## src/rtl/madgwick_wb_ctrl.sv

```systemverilog
// Wishbone front-end for the Madgwick filter core: staging registers, sample FIFO, core sequencer.
// Optional feature: define MADGWICK_IRQ_EN to enable the done interrupt (irq_o, CTRL[7]).
module madgwick_wb_ctrl #(
  parameter int ACC_WIDTH  = 11,
  parameter int GYRO_WIDTH = 14,
  parameter int Q_WIDTH    = 32,
  parameter int FIFO_DEPTH = 4
) (
  input  logic                  clk,
  input  logic                  rst,
  input  logic [5:0]            adr_i,
  input  logic [31:0]           dat_i,
  output logic [31:0]           dat_o,
  input  logic                  we_i,
  input  logic                  stb_i,
  input  logic                  cyc_i,
  output logic                  ack_o,
  output logic                  rst_n_madgwick,
  output logic                  valid_in_madgwick,
  input  logic                  ready_in_madgwick,
  output logic [ACC_WIDTH-1:0]  a_x_o,
  output logic [ACC_WIDTH-1:0]  a_y_o,
  output logic [ACC_WIDTH-1:0]  a_z_o,
  output logic [GYRO_WIDTH-1:0] w_x_o,
  output logic [GYRO_WIDTH-1:0] w_y_o,
  output logic [GYRO_WIDTH-1:0] w_z_o,
  input  logic                  valid_out_madgwick,
  output logic                  ready_out_madgwick,
  input  logic [Q_WIDTH-1:0]    q_w_i,
  input  logic [Q_WIDTH-1:0]    q_x_i,
  input  logic [Q_WIDTH-1:0]    q_y_i,
  input  logic [Q_WIDTH-1:0]    q_z_i,
  output logic                  irq_o
);
  localparam int PW = (FIFO_DEPTH > 1) ? $clog2(FIFO_DEPTH) : 1;
  localparam int A  = ACC_WIDTH;
  localparam int G  = GYRO_WIDTH;
  localparam int EW = 3*A + 3*G;
  localparam logic [PW:0] FULL_CNT = (PW+1)'(FIFO_DEPTH);

  typedef enum logic [1:0] {S_IDLE, S_LOAD, S_WAIT, S_DONE} state_t;

  logic          r_ack;
  logic [31:0]   r_dat_o;
  logic          r_enable, r_start, r_cont, r_ovf, r_done;
  logic          r_start_d, r_start_rise;
  logic [A-1:0]  r_ax, r_ay, r_az, r_sax, r_say, r_saz;
  logic [G-1:0]  r_wx, r_wy, r_wz, r_swx, r_swy, r_swz;
  logic [Q_WIDTH-1:0] r_qw, r_qx, r_qy, r_qz;
  logic [EW-1:0] r_mem [FIFO_DEPTH];
  logic [PW-1:0] r_wp, r_rp;
  logic [PW:0]   r_count;
  logic [7:0]    r_upd;
  state_t        r_state;
  logic          r_valid_in, r_ready_out;

  logic          w_acc, w_wr, w_ctrl_wr, w_dis, w_run, w_commit;
  logic          w_full, w_empty, w_pop, w_push, w_q_acc, w_enter_load;
  logic [3:0]    w_word;
  logic [EW-1:0] w_entry, w_head;
  logic [31:0]   w_rdata;
  logic          w_irq_en_rd;
  logic          w_unused_bits;

  assign w_acc     = stb_i & cyc_i & ~r_ack;
  assign w_wr      = w_acc & we_i;
  assign w_word    = adr_i[5:2];
  assign w_ctrl_wr = w_wr && (w_word == 4'd0);
  // Any CTRL write with enable=0 flushes in the same edge, so the core side never sees a stale handshake.
  assign w_dis     = w_ctrl_wr && !dat_i[0];
  assign w_run     = r_enable && !w_dis;
  assign w_commit  = w_wr && (w_word == 4'd6);
  assign w_full    = (r_count == FULL_CNT);
  assign w_empty   = (r_count == '0);
  assign w_pop     = w_run && (r_state == S_LOAD) && ready_in_madgwick;
  assign w_push    = w_commit && (!w_full || w_pop);
  assign w_q_acc   = w_run && (r_state == S_WAIT) && valid_out_madgwick;
  assign w_entry   = {dat_i[G-1:0], r_wy, r_wx, r_az, r_ay, r_ax};
  assign w_head    = r_mem[r_rp];
  assign w_enter_load = w_run && !w_empty &&
                        (((r_state == S_IDLE) && (r_start_rise || r_cont)) ||
                         ((r_state == S_DONE) && r_cont));
  assign w_unused_bits = ^{dat_i, adr_i[1:0]};

  assign ack_o              = r_ack;
  assign dat_o              = r_dat_o;
  assign rst_n_madgwick     = r_enable;
  assign valid_in_madgwick  = r_valid_in;
  assign ready_out_madgwick = r_ready_out;
  assign a_x_o = r_sax;
  assign a_y_o = r_say;
  assign a_z_o = r_saz;
  assign w_x_o = r_swx;
  assign w_y_o = r_swy;
  assign w_z_o = r_swz;

  always_comb begin
    w_rdata = 32'd0;
    case (w_word)
      4'd0:  w_rdata = {24'd0, w_irq_en_rd, r_ovf, w_empty, w_full, r_cont, r_done, r_start, r_enable};
      4'd1:  w_rdata = 32'($signed(r_ax));
      4'd2:  w_rdata = 32'($signed(r_ay));
      4'd3:  w_rdata = 32'($signed(r_az));
      4'd4:  w_rdata = 32'($signed(r_wx));
      4'd5:  w_rdata = 32'($signed(r_wy));
      4'd6:  w_rdata = 32'($signed(r_wz));
      4'd7:  w_rdata = 32'(r_qw);
      4'd8:  w_rdata = 32'(r_qx);
      4'd9:  w_rdata = 32'(r_qy);
      4'd10: w_rdata = 32'(r_qz);
      4'd11: w_rdata = {16'd0, r_upd, 4'd0, 4'(r_count)};
      default: w_rdata = 32'd0;
    endcase
  end

  always_ff @(posedge clk) begin
    if (rst) begin
      r_ack <= 1'b0; r_dat_o <= '0;
      r_enable <= 1'b0; r_start <= 1'b0; r_cont <= 1'b0; r_ovf <= 1'b0;
      r_ax <= '0; r_ay <= '0; r_az <= '0; r_wx <= '0; r_wy <= '0; r_wz <= '0;
    end else begin
      r_ack   <= w_acc;
      r_dat_o <= w_acc ? w_rdata : 32'd0;
      if (w_wr) begin
        case (w_word)
          4'd0: begin
            r_enable <= dat_i[0];
            r_start  <= dat_i[1];
            r_cont   <= dat_i[3];
            if (dat_i[6]) r_ovf <= 1'b0;
          end
          4'd1: r_ax <= dat_i[A-1:0];
          4'd2: r_ay <= dat_i[A-1:0];
          4'd3: r_az <= dat_i[A-1:0];
          4'd4: r_wx <= dat_i[G-1:0];
          4'd5: r_wy <= dat_i[G-1:0];
          4'd6: r_wz <= dat_i[G-1:0];
          default: ;
        endcase
      end
      if (w_commit && w_full && !w_pop) r_ovf <= 1'b1;
    end
  end

  always_ff @(posedge clk) begin
    if (rst) begin
      r_wp <= '0; r_rp <= '0; r_count <= '0;
      for (int i = 0; i < FIFO_DEPTH; i++) r_mem[i] <= '0;
    end else if (w_dis) begin
      r_wp <= '0; r_rp <= '0; r_count <= '0;
    end else begin
      if (w_push) begin
        r_mem[r_wp] <= w_entry;
        r_wp <= r_wp + 1'b1;
      end
      if (w_pop) r_rp <= r_rp + 1'b1;
      if (w_push && !w_pop)      r_count <= r_count + 1'b1;
      else if (!w_push && w_pop) r_count <= r_count - 1'b1;
    end
  end

  // Head is stable for the whole LOAD phase, so sampling it once on entry is enough.
  always_ff @(posedge clk) begin
    if (rst) begin
      r_sax <= '0; r_say <= '0; r_saz <= '0; r_swx <= '0; r_swy <= '0; r_swz <= '0;
    end else if (w_enter_load) begin
      r_sax <= w_head[0 +: A];
      r_say <= w_head[A +: A];
      r_saz <= w_head[2*A +: A];
      r_swx <= w_head[3*A +: G];
      r_swy <= w_head[3*A+G +: G];
      r_swz <= w_head[3*A+2*G +: G];
    end
  end

  always_ff @(posedge clk) begin
    if (rst) begin
      r_qw <= '0; r_qx <= '0; r_qy <= '0; r_qz <= '0;
    end else if (w_q_acc) begin
      r_qw <= q_w_i; r_qx <= q_x_i; r_qy <= q_y_i; r_qz <= q_z_i;
    end
  end

  always_ff @(posedge clk) begin
    if (rst) begin
      r_state <= S_IDLE; r_valid_in <= 1'b0; r_ready_out <= 1'b0; r_done <= 1'b0;
      r_upd <= '0; r_start_d <= 1'b0; r_start_rise <= 1'b0;
    end else begin
      r_start_d    <= r_start;
      r_start_rise <= r_start & ~r_start_d;
      if (!w_run) begin
        r_state <= S_IDLE; r_valid_in <= 1'b0; r_ready_out <= 1'b0; r_done <= 1'b0;
        r_upd <= '0;
      end else begin
        case (r_state)
          S_IDLE: if (w_enter_load) begin
            r_state <= S_LOAD; r_valid_in <= 1'b1; r_done <= 1'b0;
          end
          S_LOAD: if (ready_in_madgwick) begin
            r_state <= S_WAIT; r_valid_in <= 1'b0; r_ready_out <= 1'b1;
          end
          S_WAIT: if (valid_out_madgwick) begin
            r_state <= S_DONE; r_ready_out <= 1'b0; r_done <= 1'b1;
            r_upd <= r_upd + 8'd1;
          end
          S_DONE: begin
            if (w_enter_load) begin
              r_state <= S_LOAD; r_valid_in <= 1'b1; r_done <= 1'b0;
            end else if (r_cont) begin
              r_state <= S_IDLE;
            end else if (!r_start) begin
              r_state <= S_IDLE; r_done <= 1'b0;
            end
          end
          default: r_state <= S_IDLE;
        endcase
      end
    end
  end

`ifdef MADGWICK_IRQ_EN
  logic r_irq_en, r_irq;
  always_ff @(posedge clk) begin
    if (rst) begin
      r_irq_en <= 1'b0; r_irq <= 1'b0;
    end else begin
      if (w_ctrl_wr) r_irq_en <= dat_i[7];
      if (!w_run || (w_ctrl_wr && dat_i[2])) r_irq <= 1'b0;
      else if (w_q_acc && r_irq_en)          r_irq <= 1'b1;
    end
  end
  assign irq_o       = r_irq;
  assign w_irq_en_rd = r_irq_en;
`else
  assign irq_o       = 1'b0;
  assign w_irq_en_rd = 1'b0;
`endif
endmodule

```

## config.mk

```make
export PLATFORM = sky130hd
export DESIGN_NAME = madgwick_wb_ctrl
export DESIGN_NICKNAME = d
export VERILOG_FILES = /design/src/rtl/madgwick_wb_ctrl.sv
export SDC_FILE = /design/constraint.sdc
export NUM_CORES = 1
export LEC_CHECK = 0
export ABC_CLOCK_PERIOD_IN_PS = 14500
export BUFFER_PORTS_ARGS = -buffer_cell sky130_fd_sc_hd__buf_2
export CAP_MARGIN = 20
export CORE_ASPECT_RATIO = 0.5
export CORE_UTILIZATION = 55
export CTS_CLUSTER_DIAMETER = 120
export DETAILED_ROUTE_END_ITERATION = 10
export GPL_TIMING_DRIVEN = 0
export HOLD_SLACK_MARGIN = 0.1
export PLACE_DENSITY_LB_ADDON = 0.15
export SYNTH_ARGS = -nofsm -noshare
export SYNTH_HDL_FRONTEND = slang
export SYNTH_SLANG_ARGS = --single-unit
```

## constraint.sdc

```tcl
create_clock -name clk -period 14.5 [get_ports clk]
set_input_delay 2.175 -clock clk [delete_from_list [all_inputs] [get_ports clk]]
set_output_delay 2.175 -clock clk [all_outputs]
set_load 0.05 [all_outputs]
```

==> results.py, run 1 <==
metrics = {
    "cells_and_area": {
        "fin_nets": 2859,
        "layout_common_cells": "540 x nand2_1, 337 x dfxtp_1, 300 x and2_1, 300 x edfxtp_1, 279 x buf_2",
        "area_growth_pct": 15.50,
        "fillers": 3785,
        "fin_cells": 3366,
        "final_util": 0.6444,
        "final_cell_area_sq_um": 30200,
        "regArea_sq_um": 15760,
        "final_common_cell": "nand2_1",
        "multi_input_area_sq_um": 9462,
        "final_layout_size_suffix_gt1_frac": 0.1861,
    },
    "cts": {
        "postCtsSetupBuffers": 0,
        "cts_tree": "yes",
        "path_clk_slew_ns": 0.07,
        "cts_sinks": 637,
        "htreeDepth": 2,
        "cts-hold-fix-buffers": 0,
        "insertion_delay_ns": 0.60,
        "clockBufferDepth": 3,
        "postCtsResizedCells": 0,
        "root_buffer": "clkbuf_16",
        "cts_inserted_buffers": 54,
    },
    "timing": {
        "hold_violations": 0,
        "relSlewSlack": 0.3135,
        "rsz0062_at_grt": "false",
        "finalSetupViolCount": 0,
        "skew_ns": 0.02853,
        "finalWorstPathRequiredPeriod_ns": 4.777,
        "fmax_ghz": 0.2093,
        "tightestPinTransition_ns": 1.030,
        "slew_viol_final": 0,
        "setup_tns_ns": 0,
        "fin_crit_sh": 0.3294,
    },
    "global_routing": {
        "grt_pass1_wl_mm": 109.3,
        "grt_overflow": 0,
        "grt_usage": 0.3037,
        "antenna_found_initial": 9,
        "grt_max_degree": 48,
        "grt_pass1_vias": 17850,
    },
    "placed_design": {
        "port_buffers": 254,
        "placed_area_sq_um": 28390,
        "gp_congestion": 0.9684,
        "dp.cells": 3260,
        "post-dp-hpwl_mm": 52.40,
    },
    "floorplanning": {
        "chipHeight_um": 156.2,
        "fp.dieW_um": 310.4,
        "initial_core_util": 0.5579,
        "io_pins": 285,
        "core_area_sq_um": 46880,
        "dieArea_sq_um": 48480,
        "rows": 56,
    },
    "synth": {
        "ys.flop_type": "dfxtp_1",
        "ys_warn_count": 0,
        "synth_edf_count": 300,
        "synth_top_cell_by_area": "edfxtp_1",
        "ys_seq_area_frac": 0.6025,
        "syn_nets": 2543,
        "synth_top_area_frac": 0.3445,
        "synth.area.top_cells": "edfxtp_1 34%, dfxtp_1 26%, nand2_1 7.8%",
        "synth_cell_types": 61,
        "syn_area_sq_um": 26150,
        "synthCells": 2362,
        "ys_seq_elements": 637,
        "syn_avg_cell_area_sq_um": 11.07,
        "async_reset_ff_frac": 0,
    },
    "detailed_routing": {
        "vias_per_cell": 5.675,
        "drtPass1Iterations": 8,
        "routed_wl_mm": 73.75,
        "ant_nets": 0,
        "drtIter0Drc": 2137,
        "wl_per_cell_um": 21.91,
        "vias": 19100,
        "remaining_drc_errors": 0,
    },
    "setup_path": {
        "crit_type": "input port to flop",
        "worst_ep_required_time_ns": 14.75,
        "worstPathMaxFanout": 47,
        "setup.worst_path.start_class": "input port",
        "end_kind": "flop",
        "worstPathArrival_ns": 5.03,
    },
    "run_status": {
        "status": "finished clean",
    },
    "pwr": {
        "power_leakage_nw": 10.90,
        "p_per_area_nw_per_um2": 116.7,
        "worst_ir_drop_vdd_uv": 78.31,
    },
    "run": {
        "drv_cap": 0,
    },
    "hold_path": {
        "hold_path.class": "flop to flop",
    },
}
==> worst max-delay path, stage by stage <==
cell	delay (ns)
buf_2	0.14
nand2b_1	0.14
clkbuf_1	0.23
a2111oi_4	0.50
o211a_1	0.38
nor3b_2	0.31
buf_4	0.27
or2_4	0.49
buf_16	0.33
==> kinds of logic (layout without fill, tap and decap cells) <==
kind of cell / after synthesis / count (layout) / share of synthesized area
muxes: 110 / 110 / 0.07856
buffers and inverters: 193 / 555 / 0.03641
adders and majority gates: 8 / 8 / 0.004115
AOI/OAI and AO/OA: 422 / 422 / 0.09732
xor gates and xnor gates: 13 / 13 / 0.004354
other: 1 / 5 / 0.0001434
and+or+nand+nor: 978 / 978 / 0.1766
DFF: 637 / 637 / 0.6025
==> sequential cells by signal, summed over array words and instances, names as in the netlist, 11 cells and up <==
register	cells
r_qz	32
r_wy	14
r_mem	300
w_z_o	14
a_y_o	11
r_qy	32
w_x_o	14
w_y_o	14
dat_o	32
r_ax	11
r_az	11
a_x_o	11
r_wx	14
r_qx	32
r_wz	14
a_z_o	11
r_qw	32
r_ay	11
==> worst paths after layout <==
path,from,end,slack [ns],cells after the start
worst max-delay path,adr_i[5],r_mem[0][31],9.72,9
worst min-delay path,r_start_d,r_start_rise,0.39,1
worst max register to register,r_state[0],r_mem[0][31],10.74,8
worst min register to register,r_start_d,r_start_rise,0.39,1
==> Yosys cell counts, types with 11 or more instances <==
cell type / number
xor2_1: 11
a31oi_1: 33
buf_2: 25
edfxtp_1: 300
clkbuf_1: 109
a21oi_1: 271
mux2i_1: 32
and2_1: 300
a22o_1: 14
nand2b_1: 11
a22oi_1: 51
nand3_1: 13
nor2_1: 56
buf_4: 23
buf_6: 13
nor3_1: 18
dfxtp_1: 337
a221oi_1: 13
nand2_1: 540
mux4_2: 76
==> power by group <==
group,internal (mW),leakage [nW],switching [mW],total (mW)
sequential,1.91,5.80,0.00954,1.92
combinational,0.0379,4.20,0.0802,0.118
clock,0.823,0.889,0.669,1.49
==> metrics by stage <==
step	power [mW]	setup slack [ns]	hold WS [ns]
after floorplan	2.010	5.452	0.3674
after global placement	2.071	0.9056	0.3722
after detailed placement	2.073	9.215	0.3807
after CTS	3.533	9.802	0.3901
after global routing	3.618	9.601	0.4063
final	3.525	9.723	0.3876
==> cell type report <==
type,instances,share of cell area
Antenna cell,4,0.0003314
Multi-Input combinational cell,1532,0.3133
Buffer,184,0.03045
Clock inverter,28,0.007001
Inverter,9,0.001118
Sequential cell,637,0.5216
Tap cell,638,0.02643
Timing Repair Buffer,260,0.04706
Clock buffer,74,0.05273
==> per-layer routing <==
layer,global-route usage,vias to the layer above,part of all wire
li1,-,8881,-
met1,0.4451,9181,0.43
met2,0.4653,903,0.45
met3,0.06656,128,0.11
met4,0.06076,8,0.021
met5,0,-,0.00073
No activity file was read; power rests on OpenSTA's default activity.
==> run 2, diff against run 1 <==
--- a/config.mk
+++ b/config.mk
@@ -5,7 +5,8 @@
 export SDC_FILE = /design/constraint.sdc
 export NUM_CORES = 1
 export LEC_CHECK = 0
-export ABC_CLOCK_PERIOD_IN_PS = 14500
+export ABC_AREA = 1
+export ABC_CLOCK_PERIOD_IN_PS = 4530
 export BUFFER_PORTS_ARGS = -buffer_cell sky130_fd_sc_hd__buf_2
 export CAP_MARGIN = 20
 export CORE_ASPECT_RATIO = 0.5
==> constraint.sdc (replaced) <==
create_clock -name clk -period 4.53 [get_ports clk]
set_input_delay 0.6795 -clock clk [delete_from_list [all_inputs] [get_ports clk]]
set_output_delay 0.6795 -clock clk [all_outputs]
set_load 0.05 [all_outputs]
==> run 2 against run 1 <==
Compared with the run above: register-to-register slack lost 10 ns; power grew to 3.3 times the previous value; non-clock buffer count grew 35; combinational power grew to 3.3 times the previous value; design area shrank 0.34%; critical endpoint is now w_z_o[3]; wire length grew 10%; largest power group unchanged; setup slack lost 9.1 ns; global-route usage grew 2.9 points; critical path depth is the same; sequential power grew to 3.2 times the previous value.
==> results.py, run 2 <==
metrics = {
    "synth": {
        "synth_top_cell_by_area": "edfxtp_1",
        "ys_warn_count": 0,
        "ys_seq_area_frac": 0.6083,
        "async_reset_ff_frac": 0,
        "synth_compound_area_frac": 0.1847,
        "synth-xor-area-share": 0.001691,
        "ys_seq_elements": 637,
        "synth_top_area_frac": 0.3478,
        "syn_area_sq_um": 25900,
        "ys.flop_type": "dfxtp_1",
        "muxShareOfSynthArea": 0.0003865,
        "syn_avg_cell_area_sq_um": 9.213,
        "synth.most_common_cell": "nor2_1",
        "synthCells": 2811,
        "ys_top_cells_by_count": "400 x nor2_1, 388 x o21ai_0, 337 x dfxtp_1, 323 x a21oi_1, 302 x inv_1",
        "synth_cell_types": 34,
        "syn_nets": 2992,
        "synthSimpleGateAreaFrac": 0.1219,
        "synth_top_family_by_area": "compound AO/OA/AOI/OAI gates",
        "synth.area.top_cells": "edfxtp_1 35%, dfxtp_1 26%, o21ai_0 7.5%",
        "synth_edf_count": 300,
        "synthAdderAreaFrac": 0.004155,
    },
    "cts": {
        "cts-hold-fix-buffers": 0,
        "postCtsResizedCells": 0,
        "insertion_delay_ns": 0.60,
        "cts_sinks": 637,
        "htreeDepth": 2,
        "cts_tree": "yes",
        "cts_inserted_buffers": 54,
        "path_clk_slew_ns": 0.07,
        "clockBufferDepth": 3,
        "postCtsSetupBuffers": 0,
        "root_buffer": "clkbuf_16",
    },
    "floorplanning": {
        "io_pins": 285,
        "fp.dieW_um": 308.9,
        "core_area_sq_um": 45830,
        "initial_core_util": 0.5651,
        "dieArea_sq_um": 48010,
        "rows": 55,
        "chipHeight_um": 155.4,
    },
    "global_routing": {
        "gr-usage-met1": 0.4516,
        "use_met3": 0.09290,
        "antenna_found_initial": 2,
        "grt_usage": 0.3328,
        "grt_max_degree": 48,
        "grt_pass1_wl_mm": 120.6,
        "grt_overflow": 0,
        "use_met2": 0.5108,
        "grt_pass1_vias": 20750,
        "top_usage_layer": "met2",
    },
    "pwr": {
        "total_power_mw": 11.55,
        "p_per_area_nw_per_um2": 383.6,
        "power_leakage_nw": 11.15,
        "worst_ir_drop_vdd_uv": 332.3,
    },
    "run": {
        "drv_cap": 0,
    },
    "cells_and_area": {
        "max_flop_register": "r_mem",
        "area_growth_pct": 16.22,
        "largest_reg_flops": 300,
        "final_cell_area_sq_um": 30100,
        "final_common_cell": "nor2_1",
        "layout_common_cells": "400 x nor2_1, 388 x o21ai_0, 337 x dfxtp_1",
        "fin_cells": 3810,
        "final_util": 0.6568,
        "fillers": 3873,
        "final_layout_size_suffix_gt1_frac": 0.1380,
        "fin_nets": 3317,
    },
    "detailed_routing": {
        "wl_per_cell_um": 21.29,
        "routed_wl_mm": 81.13,
        "vias": 22360,
        "drtIter0Drc": 2799,
        "remaining_drc_errors": 0,
        "vias_per_cell": 5.869,
        "ant_nets": 0,
        "drtPass1Iterations": 6,
    },
    "timing": {
        "finalSetupViolCount": 0,
        "relSlewSlack": 0.1989,
        "skew_ns": 0.01853,
        "finalWorstPathRequiredPeriod_ns": 3.899,
        "rsz0062_at_grt": "false",
        "fmax_ghz": 0.2565,
        "fin_crit_sh": 0.8607,
        "slew_viol_final": 0,
        "hold_violations": 0,
        "hold-worst-slack_ns": 0.3565,
        "tightestPinTransition_ns": 1.202,
        "setup_tns_ns": 0,
        "fin_ws_ns": 0.6310,
    },
    "placed_design": {
        "placed_area_sq_um": 28160,
        "dp.cells": 3707,
        "gp_congestion": 0.9615,
        "post-dp-hpwl_mm": 56.90,
        "place_worst_setup_slack_ns": 0.3663,
        "port_buffers": 263,
    },
    "setup_path": {
        "worst_ep_required_time_ns": 4.99,
        "rr_startpoint": "r_rp[0]",
        "worstPathMaxFanout": 10,
        "end_kind": "flop",
        "worstPathArrival_ns": 4.36,
        "crit_type": "flop to flop",
        "setup.worst_path.start_class": "flop",
        "crit_path_start": "r_rp[0]",
    },
    "run_status": {
        "status": "finished clean",
    },
    "hold_path": {
        "hold_path.class": "input port to flop",
        "hp-start": "q_y_i[27]",
    },
}
## run 2: worst paths after layout
kind / endpoint / slack [ns] / cells past startpoint
setup reg to reg: w_z_o[3] / 0.63 / 9
hold reg to reg: r_start_rise / 0.39 / 1
hold / removal: r_qy[27] / 0.36 / 3
setup / recovery: w_z_o[3] / 0.63 / 9
## run 2: cell families after synthesis
logic type,Yosys count
mux,1
other cells,1
flops,637
xor+xnor,5
buf+inv,524
fa+ha+maj,8
simple gates,741
compound gates,894
## run 2: metal layers
metal	vias up	share of wire
met5	-	0.00020
met4	2	0.037
met3	188	0.12
met2	1279	0.44
met1	10590	0.40
li1	10300	-
## run 2: final cells by class
class | count | area (sq um) | share of cell area
Tap cell | 627 | 784.5 | 0.02606
Multi-Input combinational cell | 1650 | 8129 | 0.2701
Antenna cell | 1 | 2.502 | 0.00008314
Inverter | 314 | 1181 | 0.03924
Timing Repair Buffer | 269 | 1456 | 0.04839
Buffer | 210 | 858.3 | 0.02852
Sequential cell | 637 | 15760 | 0.5234
Clock buffer | 81 | 1715 | 0.05699
Clock inverter | 21 | 217.7 | 0.007233
## run 2: worst max-delay path, cell delays in order (launching register included)
cell and delay, ns:
dfxtp_1 0.31, clkbuf_1 0.67, clkbuf_1 0.80, inv_1 0.48, buf_2 0.39, clkbuf_1 0.33
nor2_1 0.25, o22ai_1 0.11, o21ai_0 0.33, a21oi_1 0.07
## run 2: power breakdown
group / internal (mW) / leakage, nW / switching, mW
logic: 0.106 / 4.38 / 0.283
clock network: 2.86 / 0.955 / 2.17
registers: 6.10 / 5.81 / 0.0283
total: 9.06 / 11.2 / 2.48
